### src/rtl/boot_image_loader_if.sv
// Byte-stream input and RAM write-port bundle for the boot image loader.
// master = loader side, slave = stream source / RAM / status observer side.
interface boot_image_loader_if #(
  parameter int RAM_ADDR_WIDTH = 8
);
  logic                      in_valid;
  logic [7:0]                in_data;
  logic                      in_ready;
  logic                      ram_wen;
  logic [RAM_ADDR_WIDTH-1:0] ram_waddr;
  logic [31:0]               ram_wdata;
  logic                      busy;
  logic                      done;
  logic                      error;
  logic [8:0]                words_written;

  modport master (
    input  in_valid, in_data,
    output in_ready, ram_wen, ram_waddr, ram_wdata,
    output busy, done, error, words_written
  );

  modport slave (
    output in_valid, in_data,
    input  in_ready, ram_wen, ram_waddr, ram_wdata,
    input  busy, done, error, words_written
  );
endinterface

### src/rtl/boot_image_loader.sv
// Framed byte-stream to RAM word loader: SYNC, LEN, 4*N data bytes, CSUM.
// All outputs are registered; busy doubles as the CPU reset hold.
//
// state  | meaning
// IDLE   | hunting for SYNC_BYTE, other bytes dropped
// LEN    | next byte is word count (0 means 256)
// DATA   | assembling LE words, one RAM write per 4 bytes
// CSUM   | next byte compared against running byte sum
// DONE   | image good, stream closed until reset
// ERR    | checksum bad, SYNC_BYTE restarts a frame
module boot_image_loader #(
  parameter int                        RAM_ADDR_WIDTH = 8,
  parameter logic [RAM_ADDR_WIDTH-1:0] BASE_ADDR      = '0,
  parameter logic [7:0]                SYNC_BYTE      = 8'hA5
) (
  input logic                 clk_i,
  input logic                 rst_i,
  boot_image_loader_if.master bus
);

  typedef enum logic [2:0] {
    S_IDLE, S_LEN, S_DATA, S_CSUM, S_DONE, S_ERR
  } state_e;

  state_e                    state_q;
  logic                      ready_q;
  logic                      wen_q;
  logic [RAM_ADDR_WIDTH-1:0] waddr_q;
  logic [31:0]               wdata_q;
  logic                      busy_q;
  logic                      done_q;
  logic                      error_q;
  logic [8:0]                words_q;
  logic [8:0]                n_words_q;
  logic [RAM_ADDR_WIDTH-1:0] ptr_q;
  logic [7:0]                acc_q;
  logic [1:0]                idx_q;
  logic [31:0]               asm_q;

  logic        accept;
  logic        last_word;
  logic [7:0]  acc_d;
  logic [31:0] asm_d;
  logic [8:0]  words_d;

  assign accept    = bus.in_valid && ready_q;
  assign acc_d     = acc_q + bus.in_data;
  assign words_d   = words_q + 9'd1;
  assign last_word = (words_d == n_words_q);

  always_comb begin
    asm_d = asm_q;
    asm_d[{idx_q, 3'b000} +: 8] = bus.in_data;
  end

  always_ff @(posedge clk_i) begin
    if (rst_i) begin
      state_q   <= S_IDLE;
      ready_q   <= 1'b1;
      wen_q     <= 1'b0;
      waddr_q   <= BASE_ADDR;
      wdata_q   <= '0;
      busy_q    <= 1'b0;
      done_q    <= 1'b0;
      error_q   <= 1'b0;
      words_q   <= '0;
      n_words_q <= '0;
      ptr_q     <= BASE_ADDR;
      acc_q     <= '0;
      idx_q     <= '0;
      asm_q     <= '0;
    end else begin
      wen_q <= 1'b0;
      if (accept) begin
        unique case (state_q)
          S_IDLE: begin
            if (bus.in_data == SYNC_BYTE) begin
              state_q <= S_LEN;
              busy_q  <= 1'b1;
            end
          end
          S_LEN: begin
            n_words_q <= (bus.in_data == 8'd0) ? 9'd256 : {1'b0, bus.in_data};
            acc_q     <= '0;
            idx_q     <= '0;
            words_q   <= '0;
            ptr_q     <= BASE_ADDR;
            state_q   <= S_DATA;
          end
          S_DATA: begin
            acc_q <= acc_d;
            asm_q <= asm_d;
            idx_q <= idx_q + 2'd1;
            if (idx_q == 2'd3) begin
              wdata_q <= asm_d;
              waddr_q <= ptr_q;
              wen_q   <= 1'b1;
              ptr_q   <= ptr_q + 1'b1;
              words_q <= words_d;
              if (last_word) state_q <= S_CSUM;
            end
          end
          S_CSUM: begin
            busy_q <= 1'b0;
            if (bus.in_data == acc_q) begin
              state_q <= S_DONE;
              done_q  <= 1'b1;
              ready_q <= 1'b0;
            end else begin
              state_q <= S_ERR;
              error_q <= 1'b1;
            end
          end
          S_ERR: begin
            if (bus.in_data == SYNC_BYTE) begin
              state_q <= S_LEN;
              error_q <= 1'b0;
              busy_q  <= 1'b1;
            end
          end
          default: ;
        endcase
      end
    end
  end

  assign bus.in_ready      = ready_q;
  assign bus.ram_wen       = wen_q;
  assign bus.ram_waddr     = waddr_q;
  assign bus.ram_wdata     = wdata_q;
  assign bus.busy          = busy_q;
  assign bus.done          = done_q;
  assign bus.error         = error_q;
  assign bus.words_written = words_q;

  // A write strobe can only follow a 4th byte, so it is never two cycles wide.
  a_wen_single: assert property (@(posedge clk_i) disable iff (rst_i)
    wen_q |=> !wen_q);
  a_done_err_excl: assert property (@(posedge clk_i) disable iff (rst_i)
    !(done_q && error_q));

endmodule
### src/flat_wrapper.sv
// flat-port wrapper written by rule: the top's interface ports become plain ports
module boot_image_loader_flat 
#(
  parameter int                        RAM_ADDR_WIDTH = 8,
  parameter logic [RAM_ADDR_WIDTH-1:0] BASE_ADDR      = '0,
  parameter logic [7:0]                SYNC_BYTE      = 8'hA5
)
  (clk_i, rst_i, bus_in_valid, bus_in_data, bus_in_ready, bus_ram_wen, bus_ram_waddr, bus_ram_wdata, bus_busy, bus_done, bus_error, bus_words_written);
  boot_image_loader_if #(.RAM_ADDR_WIDTH(RAM_ADDR_WIDTH)) bus_i ();
  input logic clk_i;
  input logic rst_i;
  input wire logic [$bits(bus_i.in_valid)-1:0] bus_in_valid;
  input wire logic [$bits(bus_i.in_data)-1:0] bus_in_data;
  output wire logic [$bits(bus_i.in_ready)-1:0] bus_in_ready;
  output wire logic [$bits(bus_i.ram_wen)-1:0] bus_ram_wen;
  output wire logic [$bits(bus_i.ram_waddr)-1:0] bus_ram_waddr;
  output wire logic [$bits(bus_i.ram_wdata)-1:0] bus_ram_wdata;
  output wire logic [$bits(bus_i.busy)-1:0] bus_busy;
  output wire logic [$bits(bus_i.done)-1:0] bus_done;
  output wire logic [$bits(bus_i.error)-1:0] bus_error;
  output wire logic [$bits(bus_i.words_written)-1:0] bus_words_written;
  assign bus_i.in_valid = bus_in_valid;
  assign bus_i.in_data = bus_in_data;
  assign bus_in_ready = bus_i.in_ready;
  assign bus_ram_wen = bus_i.ram_wen;
  assign bus_ram_waddr = bus_i.ram_waddr;
  assign bus_ram_wdata = bus_i.ram_wdata;
  assign bus_busy = bus_i.busy;
  assign bus_done = bus_i.done;
  assign bus_error = bus_i.error;
  assign bus_words_written = bus_i.words_written;
  boot_image_loader #(.RAM_ADDR_WIDTH(RAM_ADDR_WIDTH), .BASE_ADDR(BASE_ADDR), .SYNC_BYTE(SYNC_BYTE)) u_core (.clk_i(clk_i), .rst_i(rst_i), .bus(bus_i));
endmodule
### config.mk
export PLATFORM = sky130hd
export DESIGN_NAME = boot_image_loader_flat
export DESIGN_NICKNAME = d
export VERILOG_FILES = /design/src/rtl/boot_image_loader_if.sv /design/src/rtl/boot_image_loader.sv /design/src/flat_wrapper.sv
export SDC_FILE = /design/constraint.sdc
export NUM_CORES = 1
export LEC_CHECK = 0
export CAP_MARGIN = 15
export CELL_PAD_IN_SITES_DETAIL_PLACEMENT = 1
export CELL_PAD_IN_SITES_GLOBAL_PLACEMENT = 1
export CORE_MARGIN = 5
export CORE_UTILIZATION = 37
export CTS_CLUSTER_SIZE = 25
export DETAILED_ROUTE_END_ITERATION = 8
export PLACE_DENSITY_LB_ADDON = 0.08
export SETUP_SLACK_MARGIN = 0.02
export SLEW_MARGIN = 15
export SYNTH_ARGS = -nofsm -noshare
export SYNTH_HDL_FRONTEND = slang
export SYNTH_SLANG_ARGS = --single-unit
### constraint.sdc
create_clock -name clk_i -period 2.3 [get_ports clk_i]
set_clock_uncertainty 0.1 [all_clocks]
set_input_delay 0.345 -clock clk_i [delete_from_list [all_inputs] [get_ports clk_i]]
set_output_delay 0.345 -clock clk_i [all_outputs]
set_load 0.02 [all_outputs]
# Word level (Yosys, flattened, before mapping)

Index checks and enable logic that the tools add are counted.

Register bits: 116
Input bits: 11

Add/subtract/negate cells: 5
Eq/ne operators: 13
Shift-type cells: 2
Muxes and demuxes: 19
Bitwise gates (word level): 2
Reduce and logical (&&, ||, !) cells: 18

Operators by type and width:

| cell                                                  | count |
|---|---|
| bitwise mux 32 bit                                    | 1 |
| one-hot mux 8 bit (2 select lines)                    | 2 |
| variable shift 8 x 7 -> 32 bit (first input constant) | 1 |
| indexed part select 8 x 7 -> 32 bit                   | 1 |
| two-way mux 9 bit                                     | 2 |
| one-hot mux 9 bit (2 select lines)                    | 1 |
| one-hot mux 3 bit (4 select lines)                    | 1 |
| AND reduction 3 bit                                   | 4 |
| adder 9 x 1 -> 9 bit (second input constant)          | 1 |
| equality test 9 bit                                   | 1 |
| two-way mux 3 bit                                     | 3 |
| adder 8 x 1 -> 8 bit (second input constant)          | 1 |
| adder 8 bit                                           | 1 |
| equality test 8 bit                                   | 1 |
| equality test 8 bit (second input constant)           | 1 |
| zero test 8 bit                                       | 1 |
| two-way mux 8 bit                                     | 1 |
| != test 2 x 1 -> 1 bit (second input constant)        | 4 |
| negator 5 -> 7 bit                                    | 1 |
| equality test 3 x 2 -> 1 bit (second input constant)  | 2 |
| AND reduction 2 bit                                   | 3 |
| nonzero test 2 bit                                    | 3 |
| two-way mux 1 bit                                     | 5 |
| AND reduction 5 bit                                   | 1 |
| 14 further kinds                                      | 16 |

# Depth between registers and ports, before layout

Gate-level depths: netlist (run 1).

Depth after elaboration: 5
Gate-level depth with buffers: 8
Mapped depth without buffers: 7

# Worst setup path before layout (run 1)

No wires, ideal clock.

Kind: register to register
From: reg u_core.idx_q[0]
To: reg u_core.asm_q[24]
Setup time: 0.086 ns
Arrival: 2.008 ns
Data required time: 2.114 ns
Setup slack: 0.106 ns
Stages on the path, launching flop included: 6
Cells stage by stage: dfxtp_1 inv_2 ha_1 nor4b_1 a21oi_1 a211oi_1

Cells in the longest elaborated chain, start to end: 3

RTL lines:

| what                                                                                         | RTL line                | text |
|---|---|---|
| start, declared                                                                              | boot_image_loader.sv:37 | `logic [1:0] idx_q;` |
| start signal, assigned                                                                       | boot_image_loader.sv:93 | `idx_q <= idx_q + 2'd1;` |
| negator 5 -> 7 bit (*)                                                                       | boot_image_loader.sv:53 | `asm_d[{idx_q, 3'b000} +: 8] = bus.in_data;` |
| indexed part select 8 x 7 -> 32 bit / variable shift 8 x 7 -> 32 bit (equally long branches) | boot_image_loader.sv:53 |  |
| bitwise mux 32 bit (*)                                                                       | boot_image_loader.sv:53 |  |
| end signal, assigned                                                                         | boot_image_loader.sv:92 | `asm_q <= asm_d;` |
| end, declared                                                                                | boot_image_loader.sv:38 | `logic [31:0] asm_q;` |

Every way passes the cells marked *; elsewhere a longest branch is shown, timed or not.
A chain may end at the register's enable or synchronous reset.

# Final worst setup path (run 1)

From: in bus_in_data[4]
To: reg u_core.ready_q (netlist: u_core.bus.in_ready)

Cells in the longest elaborated chain, start to end: 2

RTL lines:

| what                          | RTL line                 | text |
|---|---|---|
| start, declared               | flat_wrapper.sv:13       | `input wire logic [$bits(bus_i.in_data)-1:0] bus_in_data;` |
| equality test 8 bit           | boot_image_loader.sv:105 | `if (bus.in_data == acc_q) begin` |
| AND reduction 3 bit (no line) | --                       |  |
| end signal, assigned          | boot_image_loader.sv:59  | `ready_q <= 1'b1;` |
| end signal, assigned          | boot_image_loader.sv:108 | `ready_q <= 1'b0;` |
| end, declared                 | boot_image_loader.sv:26  | `logic ready_q;` |

Every way passes these cells.

==> impl_metrics.tcl, run 1 <==
set metrics [dict create \
    die_height_um 129 \
    vdd_drop_max_uv 561 \
    worstPathCellList "clkdlybuf4s50_1 -> ha_1 -> nor4_1 -> nand3_1 -> or3_1 -> a21o_1" \
    netlist.top_cell.by_area "dfxtp_1" \
    hp-class "in -> reg" \
    start_util_pct 37.8 \
    fp.dieArea_mm2 0.0167 \
    holdBufCountCts 0 \
    cts_tree "built" \
    wirelength_um 16300 \
    period_needed_ns 2.22 \
    antenna_found_initial 0 \
    grt_first_pass_wirelength_um 26500 \
    critPathSlowestCell "clkdlybuf4s50_1" \
    syn-cell-area_mm2 0.00525 \
    p_per_area_mw_per_mm2 702 \
    grt_usage_pct 20.1 \
    drtIter0Drc 204 \
    slowest_delay_ns 0.45 \
    num-nets-final 750 \
    yosysTopAreaCellShare_pct 44.2 \
    yosysSeqAreaShare_pct 44.2 \
    core_mm2 0.0139 \
    dp.cells 884 \
    io_pins 65 \
    rsz0062_at_grt "no" \
    num-fill-cells 1618 \
    timing.slew.headroom_pct 63.7 \
    syn-instance-count 631 \
    worst_setup_path_end_kind "register" \
    status "finished, final reports clean" \
    ys_top_cells_by_area "dfxtp_1 44%, a211oi_1 9.4%, a21oi_1 7.3%" \
    final-hold-violation-count 0 \
    synth_area_per_cell_um2 8.32 \
    viasPerCell 5.34 \
    drive_gt1_share_pct 12.0 \
    path_delay_family "simple AND/OR/NAND/NOR gates" \
    cp_max_fo 5 \
    setup_viol 0 \
    maxSlewViolCount 0 \
    synth_warnings 0 \
    multi_input_area_mm2 0.00274 \
    route.detailed.drc 0 \
    path_class "in -> reg" \
    synth_edf_count 0 \
    std_cell_rows 43 \
    tightest_slew_ns 0.538 \
    postCtsSetupBuffers 0 \
    cts.sinks 116 \
    async_reset_ff_share_pct 0 \
    synth_fp_nets 658 \
    period_share_pct 96.7 \
    first_global_vias 5103 \
    final_util_pct 50.6 \
    area_growth_pct 33.6 \
    cp.required_ns 2.51 \
    clk_latency_ns 0.41 \
    dr_total_vias 4892 \
    final_cells 916 \
    ctsRootBufferMaster "clkbuf_16" \
    die_w_um 129 \
    seqCellArea_mm2 0.00232 \
    h-tree-depth 4 \
    postRouteAntennaNets 0 \
    cap_violations 0 \
    insertedDiodeCount 0 \
    ys_ff_latch 116 \
    globalplace.congestion 0.891 \
    clkTransAtPathRegs_ns 0.05 \
    fmax_mhz 449 \
    portBuffers 64 \
    numCtsBuffers 17 \
    synth.distinct_cells 50 \
    p_leak_nw 2.41 \
    crit_arrival_ns 2.43 \
    dr.pass1.iters 6 \
    whs_ns 0.260 \
    crit_buf_inv 1 \
    gr-total-overflow 0 \
    wl_per_cell_um 17.8 \
    dp_hpwl_um 11500 \
    cts_buffer_depth 2 \
    start_kind "primary input" \
    synth-main-ff-cell "dfxtp_1" \
    grt_max_degree 41 \
    power.total_mw 4.92 \
]
==> cells in the final DEF (no fill, tap or decap), types with 2 or more instances in the layout <==
cell type          n
nor4bb_1           2
dfxtp_1          116
bufinv_16          4
clkbuf_16         17
a31oi_1            5
nand3_1           19
o21ai_0            6
xor2_1             5
clkinvlp_4         3
nor4_2             3
a211oi_1          66
clkinv_2           2
o211ai_1           4
nor3_1             8
nand4_1            4
a21o_1             4
nand2b_1           4
clkdlybuf4s50_1   63
xnor2_1           16
o31ai_1            3
and3_1             3
clkbuf_1           5
inv_1              8
nor4_1             3
nand4b_1           2
o211a_1            2
buf_12             5
a22oi_1            2
nand2_1           56
nor2b_1           32
ha_1              15
o21ai_1            5
a21oi_1           77
or3_1              4
buf_4             48
nor2_1            95
==> through the flow <==
stage	setup slack, ns	TNS (ns)	area [um^2]
finish	0.0753	0	7020
global route	0.0251	0	7020
CTS	0.0844	0	7010
detailed placement	-0.333	-1.79	6400
global placement	-0.263	-1.15	6400
floorplan	0.106	0	5250
==> layout make-up <==
class | count | area share (%)
multi-input combinational | 463 | 39.0
sequential | 116 | 33.1
timing repair buffer | 116 | 15.5
clock buffer | 23 | 6.53
tap | 180 | 3.21
clock inverter | 9 | 2.18
inverter | 9 | 0.481
==> logic make-up after synthesis <==
kind of cell,count (synthesis),synth area share [%]
buffers and inverters,52,4.10
DFF,116,44.2
AOI/OAI and AO/OA,181,22.0
and+or+nand+nor,245,22.2
adders and majority gates,16,3.95
xor gates and xnor gates,21,3.50
==> synthesized netlist by cell type (2+ instances only) <==
| library cell | n |
|---|---|
| and3_1 | 3 |
| o31ai_1 | 3 |
| a21o_1 | 4 |
| a22oi_1 | 2 |
| clkbuf_1 | 28 |
| nand2_1 | 56 |
| nor3_1 | 8 |
| nand4b_1 | 2 |
| nand2b_1 | 4 |
| xnor2_1 | 16 |
| a21oi_1 | 77 |
| buf_1 | 4 |
| nand3_1 | 19 |
| nor4_1 | 4 |
| dfxtp_1 | 116 |
| a31oi_1 | 5 |
| xor2_1 | 5 |
| a211oi_1 | 66 |
| o21ai_0 | 6 |
| o211ai_1 | 4 |
| o211a_1 | 2 |
| or3_1 | 4 |
| ha_1 | 15 |
| nor4_2 | 2 |
| nor2_1 | 96 |
| nand4_1 | 4 |
| buf_2 | 10 |
| inv_1 | 8 |
| nor4bb_1 | 2 |
| o21ai_1 | 5 |
| nor2b_1 | 32 |
==> sequential cells by signal, indices dropped and copies added (netlist names), 2 cells and up <==
signal	cells
u_core.idx_q	2
u_core.asm_q	32
u_core.state_q	3
u_core.ptr_q	8
u_core.bus.ram_wdata	32
u_core.bus.ram_waddr	8
u_core.n_words_q	9
u_core.acc_q	8
u_core.bus.words_written	9
==> power by group <==
part	internal (mW)	total, mW	switching (mW)
clock	1.84	2.75	0.916
combinational	0.0597	0.159	0.0994
sequential	2.01	2.01	0.000508
==> repair_timing <==
item,in CTS,in global routing
resized for setup,0,1
endpoints found under the hold margin,0,0
setup endpoints to repair,0,1
==> per-layer routing <==
| layer | vias up | share of wire (%) | GRT usage (%) |
|---|---|---|---|
| li1 | 2423 | - | - |
| met1 | 2388 | 47 | 26.4 |
| met2 | 61 | 49 | 33.6 |
| met3 | 20 | 2.6 | 4.04 |
| met4 | 0 | 1.3 | 5.93 |
| met5 | - | 0 | 0 |
==> path summary, 6_finish.rpt <==
path / start / endpoint / slack (ns) / depth (start not counted)
min reg2reg: u_core.bus.done / u_core.bus.done / 0.35 / 2
max: bus_in_data[4] / u_core.bus.in_ready / 0.08 / 6
max reg2reg: u_core.acc_q[4] / u_core.bus.in_ready / 0.17 / 5
min: rst_i / u_core.bus.words_written[4] / 0.26 / 2
No activity file was read; power rests on OpenSTA's default activity.
==> inputs of run 2 (changes only) <==
--- a/config.mk
+++ b/config.mk
@@ -5,14 +5,14 @@
 export SDC_FILE = /design/constraint.sdc
 export NUM_CORES = 1
 export LEC_CHECK = 0
-export CAP_MARGIN = 15
+export CAP_MARGIN = 5
 export CELL_PAD_IN_SITES_DETAIL_PLACEMENT = 1
 export CELL_PAD_IN_SITES_GLOBAL_PLACEMENT = 1
 export CORE_MARGIN = 5
 export CORE_UTILIZATION = 37
 export CTS_CLUSTER_SIZE = 25
 export DETAILED_ROUTE_END_ITERATION = 8
-export PLACE_DENSITY_LB_ADDON = 0.08
+export PLACE_DENSITY_LB_ADDON = 0.1
 export SETUP_SLACK_MARGIN = 0.02
 export SLEW_MARGIN = 15
 export SYNTH_ARGS = -nofsm -noshare
==> run 2 against run 1 <==
  * Design area fell by 0.94%
  * Register-to-register slack worse by 0.02 ns
  * Worst setup slack better by 0.046 ns
  * Utilization fell by 0.48 points
  * Largest power group unchanged
  * Routed wire length increased by 0.47%
==> impl_metrics.tcl, run 2 (synthesized netlist as in run 1, its figures left out) <==
set metrics [dict create \
    rsz0062_at_grt "no" \
    crit_buf_inv 1 \
    setup_viol 0 \
    crit_cells 6 \
    numCtsBuffers 17 \
    hp-class "in -> reg" \
    dp_hpwl_um 11700 \
    crit_arrival_ns 2.38 \
    dr.pass1.iters 4 \
    timing.slew.headroom_pct 69.8 \
    vdd_drop_max_uv 490 \
    period_share_pct 94.7 \
    cts.sinks 116 \
    cts_buffer_depth 2 \
    cp_max_fo 5 \
    postRouteAntennaNets 0 \
    fp.dieArea_mm2 0.0167 \
    fmax_mhz 459 \
    num-fill-cells 1675 \
    postCtsSetupBuffers 0 \
    start_util_pct 37.8 \
    first_global_vias 5159 \
    core_mm2 0.0139 \
    antenna_found_initial 0 \
    cap_violations 0 \
    drtIter0Drc 266 \
    start_kind "primary input" \
    critPathSlowestCell "clkdlybuf4s50_1" \
    area_growth_pct 32.3 \
    cts_tree "built" \
    multi_input_area_mm2 0.00273 \
    die_height_um 129 \
    cts_resized 0 \
    layout_common_cells "116 x dfxtp_1, 95 x nor2_1, 77 x a21oi_1, 66 x a211oi_1, 63 x clkdlybuf4s50_1" \
    std_cell_rows 43 \
    grt_max_degree 64 \
    clk_latency_ns 0.41 \
    status "finished, final reports clean" \
    worstPathCellList "clkdlybuf4s50_1 -> ha_1 -> nor4_1 -> nand3_1 -> or3_1 -> a21o_1" \
    num-nets-final 751 \
    p_leak_nw 2.40 \
    portBuffers 64 \
    hold_depth 2 \
    insertedDiodeCount 0 \
    io_pins 65 \
    ctsRootBufferMaster "clkbuf_16" \
    slowest_delay_ns 0.45 \
    final-hold-violation-count 0 \
    whs_ns 0.251 \
    globalplace.congestion 0.906 \
    drive_gt1_share_pct 12.3 \
    wl_per_cell_um 17.9 \
    r2r_cells 6 \
    viasPerCell 5.40 \
    seqCellArea_mm2 0.00232 \
    cp.required_ns 2.51 \
    tightest_slew_ns 0.453 \
    period_needed_ns 2.18 \
    h-tree-depth 4 \
    totalNegativeSetupSlack_ns 0 \
    p_per_area_mw_per_mm2 668 \
    dr_total_vias 4951 \
    wirelength_um 16400 \
    maxSlewViolCount 0 \
    final_common_cell "dfxtp_1" \
    path_class "in -> reg" \
    grt_first_pass_wirelength_um 27000 \
    worst_setup_path_end_kind "register" \
    die_w_um 129 \
    path_delay_family "simple AND/OR/NAND/NOR gates" \
    gr-total-overflow 0 \
    route.detailed.drc 0 \
    holdBufCountCts 0 \
    grt_usage_pct 20.5 \
    clkTransAtPathRegs_ns 0.05 \
]
-- run 2: final cells by class --
| type | instances | area share [%] |
|---|---|---|
| multi-input cells | 463 | 39.3 |
| flip-flops and latches | 116 | 33.4 |
| repair buffers | 117 | 15.6 |
| clock buffers | 22 | 6.82 |
| well taps | 180 | 3.24 |
| clock inverters | 10 | 1.17 |
| inverters | 9 | 0.486 |
-- run 2: path summary, 6_finish.rpt --
check                                from                      end  slack [ns]
setup reg to reg          u_core.idx_q[1]          u_core.ptr_q[7]        0.15
hold reg to reg   u_core.bus.ram_waddr[7]  u_core.bus.ram_waddr[7]        0.36
setup / recovery           bus_in_data[4]      u_core.bus.in_ready        0.12
hold / removal                      rst_i          u_core.ptr_q[0]        0.25
-- run 2: routing by layer --
metal	part of all wire [%]	global-route usage, %
met1	46	26.3
met2	49	34.4
met3	3.3	4.33
met4	1.3	6.67
met5	0	0
-- run 2: per-stage QoR --
stage	cells	util (%)	instance area, um^2	worst slack, ns	power, mW
floorplan	631	-	5250	0.106	2.12
global placement	885	46.1	6400	-0.193	2.21
detailed placement	885	46.1	6400	-0.243	2.21
CTS	917	50.1	6950	0.110	4.68
global route	917	50.1	6950	0.0268	4.79
finish	917	50.1	6950	0.121	4.65
-- run 2: power by group --
group | internal (mW) | switching, mW | total, mW
combinational | 0.0563 | 0.0976 | 0.154
sequential | 2.01 | 0.000451 | 2.01
clock | 1.56 | 0.924 | 2.48
